<file path="src/rtl/spi_op_encoder_tx.sv">
// SPI master transmitter for op-tagged 3-byte frames {op, hi, lo}.
// Ports: clk, reset (sync, active high); {kbd,mouse,mic}_{req,data,ack}
//   payload handshakes; sck/cs_n/mosi SPI mode 0 MSB-first; busy = not idle.
module spi_op_encoder_tx #(
  parameter int CLK_DIV    = 4,
  parameter int GAP_CYCLES = 8
) (
  input  logic        clk,
  input  logic        reset,
  input  logic        kbd_req,
  input  logic [15:0] kbd_data,
  output logic        kbd_ack,
  input  logic        mouse_req,
  input  logic [15:0] mouse_data,
  output logic        mouse_ack,
  input  logic        mic_req,
  input  logic [15:0] mic_data,
  output logic        mic_ack,
  output logic        sck,
  output logic        cs_n,
  output logic        mosi,
  output logic        busy
);

  typedef enum logic [2:0] {
    IDLE,
    SHIFT_LO,
    SHIFT_HI,
    TAIL,
    GAP
  } state_t;

  localparam int DW = (CLK_DIV > 1) ? $clog2(CLK_DIV) : 1;
  localparam int GW = (GAP_CYCLES > 1) ? $clog2(GAP_CYCLES) : 1;

  localparam logic [DW-1:0] DIV_LAST = DW'(CLK_DIV - 1);
  localparam logic [DW-1:0] DIV_ONE  = DW'(1);
  localparam logic [GW-1:0] GAP_LAST = GW'(GAP_CYCLES - 1);
  localparam logic [GW-1:0] GAP_ONE  = GW'(1);

  localparam logic [7:0] OP_KBD   = 8'h01;
  localparam logic [7:0] OP_MOUSE = 8'h02;
  localparam logic [7:0] OP_MIC   = 8'h03;

  state_t state, state_d;

  logic [DW-1:0] div_q, div_d;
  logic [GW-1:0] gap_q, gap_d;
  logic [4:0]    bit_q, bit_d;
  logic [23:0]   frame_q, frame_d;

  logic sck_d, cs_n_d, mosi_d;
  logic kbd_ack_d, mouse_ack_d, mic_ack_d;

  logic        any_req;
  logic        kbd_win, mouse_win, mic_win;
  logic [23:0] req_frame;
  logic        div_done;

  // Fixed priority: kbd > mouse > mic.
  assign any_req   = kbd_req | mouse_req | mic_req;
  assign kbd_win   = kbd_req;
  assign mouse_win = ~kbd_req & mouse_req;
  assign mic_win   = ~kbd_req & ~mouse_req & mic_req;
  assign div_done  = (div_q == DIV_LAST);

  always_comb begin
    req_frame = {OP_MIC, mic_data};
    if (kbd_win)
      req_frame = {OP_KBD, kbd_data};
    else if (mouse_win)
      req_frame = {OP_MOUSE, mouse_data};
  end

  always_ff @(posedge clk) begin
    if (reset) begin
      state     <= IDLE;
      div_q     <= '0;
      gap_q     <= '0;
      bit_q     <= '0;
      frame_q   <= '0;
      sck       <= 1'b0;
      cs_n      <= 1'b1;
      mosi      <= 1'b0;
      kbd_ack   <= 1'b0;
      mouse_ack <= 1'b0;
      mic_ack   <= 1'b0;
      busy      <= 1'b0;
    end else begin
      state     <= state_d;
      div_q     <= div_d;
      gap_q     <= gap_d;
      bit_q     <= bit_d;
      frame_q   <= frame_d;
      sck       <= sck_d;
      cs_n      <= cs_n_d;
      mosi      <= mosi_d;
      kbd_ack   <= kbd_ack_d;
      mouse_ack <= mouse_ack_d;
      mic_ack   <= mic_ack_d;
      busy      <= (state_d != IDLE);
    end
  end

  always_comb begin
    state_d = state;
    div_d   = div_q;
    gap_d   = gap_q;
    bit_d   = bit_q;
    frame_d = frame_q;
    unique case (state)
      IDLE: begin
        if (any_req) begin
          state_d = SHIFT_LO;
          frame_d = req_frame;
          bit_d   = 5'd23;
          div_d   = '0;
        end
      end
      SHIFT_LO: begin
        if (div_done) begin
          state_d = SHIFT_HI;
          div_d   = '0;
        end else begin
          div_d = div_q + DIV_ONE;
        end
      end
      SHIFT_HI: begin
        if (div_done) begin
          div_d = '0;
          if (bit_q != 5'd0) begin
            bit_d   = bit_q - 5'd1;
            state_d = SHIFT_LO;
          end else begin
            state_d = TAIL;
          end
        end else begin
          div_d = div_q + DIV_ONE;
        end
      end
      TAIL: begin
        if (div_done) begin
          state_d = GAP;
          div_d   = '0;
          gap_d   = '0;
        end else begin
          div_d = div_q + DIV_ONE;
        end
      end
      GAP: begin
        if (gap_q == GAP_LAST) begin
          state_d = IDLE;
          gap_d   = '0;
        end else begin
          gap_d = gap_q + GAP_ONE;
        end
      end
      default: state_d = IDLE;
    endcase
  end

  always_comb begin
    sck_d       = sck;
    cs_n_d      = cs_n;
    mosi_d      = mosi;
    kbd_ack_d   = 1'b0;
    mouse_ack_d = 1'b0;
    mic_ack_d   = 1'b0;
    unique case (state)
      IDLE: begin
        sck_d  = 1'b0;
        cs_n_d = 1'b1;
        mosi_d = 1'b0;
        if (any_req) begin
          cs_n_d      = 1'b0;
          mosi_d      = req_frame[23];
          kbd_ack_d   = kbd_win;
          mouse_ack_d = mouse_win;
          mic_ack_d   = mic_win;
        end
      end
      SHIFT_LO: begin
        if (div_done)
          sck_d = 1'b1;
      end
      SHIFT_HI: begin
        if (div_done) begin
          sck_d = 1'b0;
          // Next bit launches on the falling edge.
          if (bit_q != 5'd0)
            mosi_d = frame_q[bit_q - 5'd1];
        end
      end
      TAIL: begin
        if (div_done) begin
          cs_n_d = 1'b1;
          mosi_d = 1'b0;
        end
      end
      GAP: begin
        sck_d  = 1'b0;
        cs_n_d = 1'b1;
        mosi_d = 1'b0;
      end
      default: begin
        sck_d  = 1'b0;
        cs_n_d = 1'b1;
        mosi_d = 1'b0;
      end
    endcase
  end

endmodule

</file>
<file path="config.mk">
export PLATFORM = sky130hd
export DESIGN_NAME = spi_op_encoder_tx
export DESIGN_NICKNAME = d
export VERILOG_FILES = /design/src/rtl/spi_op_encoder_tx.sv
export SDC_FILE = /design/constraint.sdc
export NUM_CORES = 1
export LEC_CHECK = 0
export BUFFER_PORTS_ARGS = -buffer_cell sky130_fd_sc_hd__buf_2
export CAP_MARGIN = 30
export CORE_MARGIN = 3
export CORE_UTILIZATION = 40
export DETAILED_ROUTE_END_ITERATION = 10
export GPL_TIMING_DRIVEN = 0
export PLACE_DENSITY = 0.75
export SYNTH_ARGS = -nofsm -noshare
export SYNTH_HDL_FRONTEND = slang
export SYNTH_SLANG_ARGS = --single-unit
</file>
<file path="constraint.sdc">
create_clock -name clk -period 2.4 [get_ports clk]
set_clock_uncertainty 0.2 [all_clocks]
set_input_delay 0.24 -clock clk [delete_from_list [all_inputs] [get_ports clk]]
set_output_delay 0.24 -clock clk [all_outputs]
set_load 0.03 [all_outputs]
</file>
==> impl_metrics.py, run 1 <==
metrics = {
    "floorplanning": {
        "fp-row-count": 25,
        "fp.coreArea_sq_um": 4880,
        "dieArea_sq_um": 6120,
        "die_h_microns": 78.3,
        "die_x_microns": 78.3,
        "ios": 60,
        "start_util_pct": 42.8,
    },
    "sta": {
        "tightest_slew_ns": 0.592,
        "worst_slack_ns": 0.179,
        "report.final.setup_viol": 0,
        "fin_tns_setup_ns": 0,
        "rsz0062_at_grt": "false",
        "fmax_mhz": 450,
        "slew_viol_final": 0,
        "min_period_ns": 2.22,
        "maxSlewHeadroom_pct": 60.2,
        "worst_hold_slack_ns": 0.0703,
        "post-route-period-util_pct": 92.5,
        "hold_viol": 0,
    },
    "pwr": {
        "p_leak_nw": 1.11,
        "p_per_area_nw_per_um2": 655,
        "peakVddDrop_uv": 230,
    },
    "synthesis": {
        "synth.net_count": 315,
        "synth-adder-area-share_pct": 3.00,
        "ys_seq_area_share_pct": 36.4,
        "syn_area_sq_um": 2090,
        "synthCells": 257,
        "synth_mux_area_share_pct": 13.8,
        "yosys-top-cells-area": "dfxtp_1 36%, nand2_1 9.2%, mux2i_1 7.7%",
        "yosys_register_bits": 38,
        "synth_compound_area_share_pct": 17.7,
        "ys_warn_count": 0,
        "postSynthAreaPerCell_sq_um": 8.13,
        "synth_top_area_share_pct": 36.4,
        "ys.flop_type": "dfxtp_1",
        "synth_edf_count": 0,
        "synthArstFlopShare_pct": 0,
        "synth_top_family_by_area": "simple AND/OR/NAND/NOR gates",
        "synth_simple_gate_area_share_pct": 22.0,
        "yosys.area.top_type": "dfxtp_1",
        "synth_xor_xnor_area_share_pct": 1.68,
        "synth_cell_types": 43,
    },
    "clock_network": {
        "clockBufferDepth": 2,
        "cts_buffers": 5,
        "htree_levels": 2,
        "cts_setup_buffers": 0,
        "root_buffer": "clkbuf_8",
        "clk_latency_ns": 0.29,
        "path_clk_slew_ns": 0.07,
        "cts_tree": "yes",
        "cts_sinks": 38,
    },
    "global_route": {
        "grt_overflow": 0,
        "grt_usage_pct": 17.1,
        "antenna_found_initial": 0,
        "grt_pass1_vias": 1925,
        "grt_start_max_net_pins": 12,
        "grt_pass1_wl_mm": 8.45,
    },
    "finish": {
        "drive_gt1_share_pct": 25.6,
        "regArea_sq_um": 761,
        "fin_nets": 381,
        "nFillCells": 477,
        "multi_input_area_sq_um": 1220,
        "insertedDiodeCount": 0,
        "synthToLayoutAreaGrowth_pct": 23.7,
    },
    "route": {
        "post_drt_wl_per_cell_microns": 12.2,
        "finalWirelength_mm": 4.79,
        "postRouteAntennaNets": 0,
        "vias": 1977,
        "via_per_inst": 5.06,
        "drtIter0Drc": 144,
        "drc": 0,
        "first_pass_iters": 4,
    },
    "worst_setup_path": {
        "r2r.worst_path.cells": 8,
        "start_kind": "flip-flop",
        "cp-end-kind": "flip-flop",
        "worstPathArrival_ns": 2.18,
        "crit_required_ns": 2.36,
        "cp_max_fo": 10,
        "critPathKind": "flip-flop to flip-flop",
    },
    "place": {
        "pre_cts_ws_ns": 0.111,
        "dp_hpwl_mm": 3.70,
        "gp_congestion": 0.808,
        "io_buffers": 56,
    },
    "worst_hold_path": {
        "hp-class": "input pin to flip-flop",
        "whs_path_depth": 2,
    },
    "job": {
        "maxCapViolCount": 0,
    },
    "status": {
        "status": "finished clean",
    },
}
## cell families after synthesis
group	count (synthesis)
simple gates	100
flops	38
fa+ha+maj	5
mux	23
compound gates	61
buf+inv	26
xor+xnor	4
## registers in the layout (all words and copies together), names as in the netlist
register	flops
bit_q	5
state	3
kbd_ack	1
frame_q	18
div_q	2
mosi	1
cs_n	1
mouse_ack	1
sck	1
busy	1
gap_q	3
mic_ack	1
## layout by cell type (no fill, tap or decap), types with 6 or more instances in the layout
cell type / netlist / routed
a21oi_1: 23 / 23
buf_2: 4 / 60
clkbuf_1: 12 / 13
clkbuf_8: 0 / 6
dfxtp_1: 38 / 38
mux2i_1: 16 / 16
nand2_1: 51 / 51
nor2_1: 21 / 21
nor3_1: 9 / 9
o21ai_0: 19 / 19
## worst max-delay path, cell delays in order, from the launching register on
cell      delay [ns]
dfxtp_1         0.31
buf_4           0.18
inv_1           0.08
ha_1            0.19
nor4b_2         0.18
nor4_4          0.46
mux2_4          0.34
nor2_1          0.09
a311oi_1        0.05
## cell usage after synthesis (2+ instances only)
cell and count:
nor3_1 9, buf_1 2, inv_1 5, mux4_2 4, clkbuf_1 12, and2_1 2
ha_1 5, nor2b_1 2, o21ai_0 19, xor2_1 2, nand2_1 51, nand2b_1 4
nand3_1 2, a311oi_1 2, nor3b_1 2, a21oi_1 23, buf_2 4, a211oi_1 4
mux2i_1 16, or2_2 2, dfxtp_1 38, nor2_1 21, xnor2_1 2, a221o_1 3
a31oi_1 2, mux2_2 2
## stage by stage
stage,util (%),power (mW),area (sq um),instances
after floorplan,-,1.11,2090,257
after global placement,50.3,1.23,2450,380
after detailed placement,50.3,1.24,2450,380
after CTS,52.9,1.70,2580,392
after global routing,52.9,1.80,2580,391
final,52.9,1.69,2580,391
## final cells by class
type	count	area share [%]
Clock inverter	1	0.194
Inverter	6	0.872
Multi-Input combinational cell	193	47.1
Sequential cell	38	29.5
Buffer	19	3.39
Clock buffer	7	3.34
Timing Repair Buffer	60	12.4
Tap cell	67	3.25
## final timing paths
| check | start | endpoint | slack, ns |
|---|---|---|---|
| hold / removal | reset | bit_q[2]$_SDFFE_PP0P_ | 0.07 |
| setup / recovery | bit_q[0]$_SDFFE_PP0P_ | bit_q[2]$_SDFFE_PP0P_ | 0.18 |
| hold reg to reg | frame_q[1]$_SDFFE_PP0P_ | frame_q[1]$_SDFFE_PP0P_ | 0.26 |
| setup reg to reg | bit_q[0]$_SDFFE_PP0P_ | bit_q[2]$_SDFFE_PP0P_ | 0.18 |
## per-layer routing
layer  vias to the layer above  routed length (microns)  share of wire [%]  global-route usage, %
met4                         0                       73                1.5                   5.77
met2                        44                     2300                 48                   28.5
met3                         6                      214                4.5                   4.01
met1                       897                     2200                 46                   21.6
li1                       1030                        -                  -                      -
met5                         -                        0                  0                      0
## repair_timing
action / CTS / global route
gates resized for setup: 0 / 1
hold buffers: 4 / 0
setup endpoints to repair: 0 / 2
hold endpoints to repair: 4 / 0
## where the power goes
part | internal, mW | total (mW) | switching [mW]
logic | 0.225 | 0.505 | 0.280
clock network | 0.232 | 0.456 | 0.225
registers | 0.697 | 0.731 | 0.0344
total | 1.15 | 1.69 | 0.539
Power figures use the tool's default switching activity.
==> inputs of run 2 (changes only) <==
Clock period 2.4 ns to 2.6 ns, I/O delays scaled along.
==> impl_metrics.py, run 2 (synthesis gave the netlist of run 1 again) <==
metrics = {
    "floorplanning": {
        "die_h_microns": 78.3,
        "start_util_pct": 42.8,
        "ios": 60,
        "fp.coreArea_sq_um": 4880,
        "dieArea_sq_um": 6120,
        "die_x_microns": 78.3,
        "fp-row-count": 25,
    },
    "clock_network": {
        "cts_sinks": 38,
        "cts_buffers": 5,
        "root_buffer": "clkbuf_8",
        "path_clk_slew_ns": 0.07,
        "clockBufferDepth": 2,
        "cts_tree": "yes",
        "htree_levels": 2,
        "clk_latency_ns": 0.29,
        "cts_resized": 0,
    },
    "finish": {
        "fin_nets": 381,
        "synthToLayoutAreaGrowth_pct": 23.2,
        "largest_reg_flops": 18,
        "final_util_pct": 52.7,
        "drive_gt1_share_pct": 25.3,
        "insertedDiodeCount": 0,
        "layout_commonest_cell": "buf_2",
        "mostFrequentLayoutCells": "60 x buf_2, 51 x nand2_1, 38 x dfxtp_1",
        "regMostFlops": "frame_q",
        "biggestRegsByFlops": "frame_q (18), bit_q (5)",
    },
    "global_route": {
        "antenna_found_initial": 0,
        "grt_start_max_net_pins": 12,
        "grt_usage_pct": 16.9,
        "grt_pass1_wl_mm": 8.38,
        "grt_pass1_vias": 1918,
        "grtUsageMet2_pct": 28.3,
        "grt.met3_usage_pct": 4.01,
        "grt_overflow": 0,
        "grt.busiest_layer": "met2",
        "use_met1_pct": 21.3,
    },
    "job": {
        "maxCapViolCount": 0,
    },
    "sta": {
        "worst_hold_slack_ns": 0.00470,
        "worst_slack_ns": 0.290,
        "maxSlewHeadroom_pct": 60.3,
        "fmax_mhz": 433,
        "hold_viol": 0,
        "slew_viol_final": 0,
        "min_period_ns": 2.31,
        "post-route-period-util_pct": 88.9,
        "report.final.setup_viol": 0,
        "rsz0062_at_grt": "false",
        "tightest_slew_ns": 0.592,
        "fin_tns_setup_ns": 0,
    },
    "route": {
        "via_per_inst": 5.03,
        "vias": 1965,
        "finalWirelength_mm": 4.78,
        "postRouteAntennaNets": 0,
        "first_pass_iters": 4,
        "drc": 0,
        "drtIter0Drc": 130,
        "post_drt_wl_per_cell_microns": 12.2,
    },
    "pwr": {
        "p_leak_nw": 1.11,
        "p_per_area_nw_per_um2": 606,
        "peakVddDrop_uv": 213,
        "fin_total_pwr_mw": 1.56,
    },
    "worst_setup_path": {
        "cp_max_fo": 10,
        "crit_required_ns": 2.61,
        "worstPathArrival_ns": 2.32,
        "critPathSlowestCell": "dfxtp_1",
        "cp_top_family": "buffers and inverters",
        "crit_chain": "buf_4 > inv_1 > ha_1 > buf_1 > mux4_2 > mux2i_1 > a32o_1 > o32ai_1",
        "crit_buf_inv": 3,
        "critPathMaxStageDelay_ns": 0.31,
        "start_kind": "flip-flop",
        "cp-end-kind": "flip-flop",
        "critPathKind": "flip-flop to flip-flop",
    },
    "place": {
        "dp_hpwl_mm": 3.70,
        "pre_cts_ws_ns": 0.311,
        "io_buffers": 56,
        "gp_congestion": 0.808,
    },
    "worst_hold_path": {
        "hp-class": "input pin to flip-flop",
    },
    "status": {
        "status": "finished clean",
    },
}
==> run 2: what timing repair did <==
action                                 in CTS  in global routing
hold buffers                                2                  1
buffers inserted                            0                  0
endpoints found under the hold margin       2                  1
==> run 2: worst register-to-register path, cell delays in order, from the launching register on <==
cell     delay, ns
dfxtp_1       0.31
buf_4         0.18
inv_1         0.08
ha_1          0.27
buf_1         0.29
mux4_2        0.28
mux2i_1       0.08
a32o_1        0.28
o32ai_1       0.24
==> run 2: final cells by class <==
| cell class | instances | area (sq um) |
|---|---|---|
| Timing Repair Buffer | 59 | 310 |
| Inverter | 6 | 22.5 |
| Tap cell | 67 | 83.8 |
| Fill cell | 477 | 2310 |
| Clock buffer | 7 | 86.3 |
| Sequential cell | 38 | 761 |
| Multi-Input combinational cell | 193 | 1210 |
| Buffer | 20 | 91.3 |
| Clock inverter | 1 | 5.00 |
==> run 2: through the flow <==
| stage | cells | area [sq um] |
|---|---|---|
| after floorplan | 257 | 2090 |
| final | 391 | 2570 |
| after global routing | 391 | 2570 |
| after detailed placement | 380 | 2450 |
| after global placement | 380 | 2450 |
| after CTS | 390 | 2560 |
==> run 2: metal layers <==
| metal | wire, microns | vias to the layer above |
|---|---|---|
| met2 | 2310 | 45 |
| li1 | - | 1029 |
| met5 | 0 | - |
| met3 | 225 | 7 |
| met4 | 75 | 0 |
| met1 | 2180 | 884 |
==> run 2: path summary, 6_finish.rpt <==
kind | from | to | slack (ns) | cells past startpoint
setup / recovery | bit_q[0]$_SDFFE_PP0P_ | mosi$_SDFFE_PP0P_ | 0.29 | 8
hold / removal | mouse_data[5] | frame_q[5]$_SDFFE_PP0P_ | 0.005 | 3
setup reg to reg | bit_q[0]$_SDFFE_PP0P_ | mosi$_SDFFE_PP0P_ | 0.29 | 8
hold reg to reg | frame_q[1]$_SDFFE_PP0P_ | frame_q[1]$_SDFFE_PP0P_ | 0.26 | 2
==> run 2: power breakdown <==
group | internal, mW | switching [mW] | leakage, nW
Clock | 0.214 | 0.208 | 0.0482
Sequential | 0.643 | 0.0313 | 0.313
Combinational | 0.205 | 0.259 | 0.752
==> inputs of run 3 (changes only) <==
Settings changed: REMOVE_ABC_BUFFERS set to 1.
==> impl_metrics.py, run 3 (synthesis gave the netlist of run 1 again) <==
metrics = {
    "status": {
        "status": "finished clean",
    },
    "floorplanning": {
        "ios": 60,
        "start_util_pct": 42.8,
        "dieArea_sq_um": 6120,
        "die_x_microns": 78.3,
        "fp.coreArea_sq_um": 4880,
        "fp-row-count": 25,
        "die_h_microns": 78.3,
    },
    "clock_network": {
        "cts_sinks": 38,
        "cts_setup_buffers": 0,
        "cts_tree": "yes",
        "cts_buffers": 5,
        "clockBufferDepth": 2,
        "path_clk_slew_ns": 0.07,
        "htree_levels": 2,
        "clk_latency_ns": 0.29,
        "root_buffer": "clkbuf_8",
    },
    "route": {
        "post_drt_wl_per_cell_microns": 12.0,
        "drc": 0,
        "vias": 1871,
        "finalWirelength_mm": 4.45,
        "first_pass_iters": 5,
        "postRouteAntennaNets": 0,
        "via_per_inst": 5.03,
        "drtIter0Drc": 134,
    },
    "finish": {
        "fin_nets": 362,
        "largest_reg_flops": 18,
        "nFillCells": 483,
        "final_util_pct": 51.3,
        "biggestRegsByFlops": "frame_q (18), bit_q (5)",
        "mostFrequentLayoutCells": "59 x buf_2, 51 x nand2_1, 38 x dfxtp_1",
        "synthToLayoutAreaGrowth_pct": 19.9,
        "multi_input_area_sq_um": 1220,
        "drive_gt1_share_pct": 26.9,
        "insertedDiodeCount": 0,
        "regArea_sq_um": 761,
        "regMostFlops": "frame_q",
        "layout_commonest_cell": "buf_2",
        "fin_cells": 372,
    },
    "worst_setup_path": {
        "cp_top_family": "simple AND/OR/NAND/NOR gates",
        "r2r.worst_path.cells": 7,
        "worstPathArrival_ns": 2.34,
        "critPathKind": "flip-flop to flip-flop",
        "critPathMaxStageDelay_ns": 0.60,
        "timing.rr.end": "bit_q[2]$_SDFFE_PP0P_",
        "cp_max_fo": 10,
        "r2r-start": "bit_q[0]$_SDFFE_PP0P_",
        "crit_chain": "inv_1 > ha_1 > nor4b_2 > nor4_4 > mux2_4 > nor2_1 > a311oi_1",
        "crit_required_ns": 2.55,
        "crit_buf_inv": 1,
        "critPathSlowestCell": "dfxtp_1",
        "cp-end-kind": "flip-flop",
        "r2r_setup_slack_ns": 0.21,
        "start_kind": "flip-flop",
    },
    "worst_hold_path": {
        "whs_path_depth": 3,
        "hp-class": "input pin to flip-flop",
        "holdPathEnd": "frame_q[5]$_SDFFE_PP0P_",
        "worstHoldStart": "mouse_data[5]",
    },
    "global_route": {
        "antenna_found_initial": 0,
        "grt_start_max_net_pins": 35,
        "grt_pass1_vias": 1753,
        "grt_overflow": 0,
        "grt_usage_pct": 15.4,
        "grt_pass1_wl_mm": 7.72,
    },
    "sta": {
        "fmax_mhz": 418,
        "maxSlewHeadroom_pct": 55.0,
        "min_period_ns": 2.39,
        "slew_viol_final": 0,
        "worst_slack_ns": 0.209,
        "post-route-period-util_pct": 92.0,
        "tightest_slew_ns": 0.674,
        "rsz0062_at_grt": "false",
        "hold_viol": 0,
        "report.final.setup_viol": 0,
    },
    "job": {
        "maxCapViolCount": 0,
    },
    "place": {
        "io_buffers": 59,
        "dp_hpwl_mm": 3.26,
        "gp_congestion": 0.865,
        "dpl.cell_count": 364,
        "pre_cts_ws_ns": 0.119,
    },
    "pwr": {
        "fin_total_pwr_mw": 1.58,
        "p_leak_nw": 1.08,
        "peakVddDrop_uv": 235,
        "p_per_area_nw_per_um2": 630,
    },
}
-- run 3: cell types whose count changed in the layout (fill, tap and decap cells not counted), sizes merged --
cell,before,now
buf,64,60
clkbuf,19,8
dlygate4sd3,3,0
clkinv,1,0
-- run 3: worst max-delay path by stage --
stage | endpoint | startpoint | depth (start not counted) | slack [ns]
CTS | bit_q[2]$_SDFFE_PP0P_ | bit_q[0]$_SDFFE_PP0P_ | 7 | 0.11
global placement | bit_q[2]$_SDFFE_PP0P_ | state[2]$_SDFF_PP0_ | 5 | -0.25
floorplan | bit_q[2]$_SDFFE_PP0P_ | state[2]$_SDFF_PP0_ | 5 | 0.26
finish | bit_q[2]$_SDFFE_PP0P_ | bit_q[0]$_SDFFE_PP0P_ | 7 | 0.21
detailed placement | bit_q[2]$_SDFFE_PP0P_ | bit_q[0]$_SDFFE_PP0P_ | 7 | 0.12
global route | bit_q[2]$_SDFFE_PP0P_ | bit_q[0]$_SDFFE_PP0P_ | 7 | 0.01
-- run 3: metrics by stage --
stage          hold slack [ns]  instance area [sq um]  TNS [ns]
2_1_floorplan            0.129                   2000         0
5_1_grt                 0.0167                   2500         0
3_3_place_gp             0.240                   2380    -0.338
6_report               0.00577                   2500         0
4_1_cts                0.00314                   2500         0
3_5_place_dp             0.249                   2390         0
-- run 3: power breakdown --
part	total [mW]	switching (mW)	internal (mW)
clock network	0.464	0.196	0.268
registers	0.696	0.0530	0.643
logic	0.418	0.224	0.194
-- run 3: layout make-up --
| type | count | area share [%] |
|---|---|---|
| clock buffer | 8 | 4.40 |
| inverter | 6 | 0.900 |
| multi-input combinational | 193 | 48.6 |
| sequential | 38 | 30.4 |
| tap | 67 | 3.35 |
| timing repair buffer | 60 | 12.4 |
-- run 3: worst min-delay path, stage by stage --
cell and delay, ns:
buf_2 0.09, nand2_1 0.05, a21oi_1 0.05
-- run 3: timing repair --
action,4_1_cts,5_1_grt
hold buffers,0,0
endpoints found under the hold margin,0,0
resized for setup,0,1
endpoints found under the setup margin,0,3
-- run 3: metal layers --
metal	global-route usage (%)	routed length (microns)
met5	0	0
met2	26.1	2110
met1	19.8	2060
met3	3.44	222
met4	4.20	57
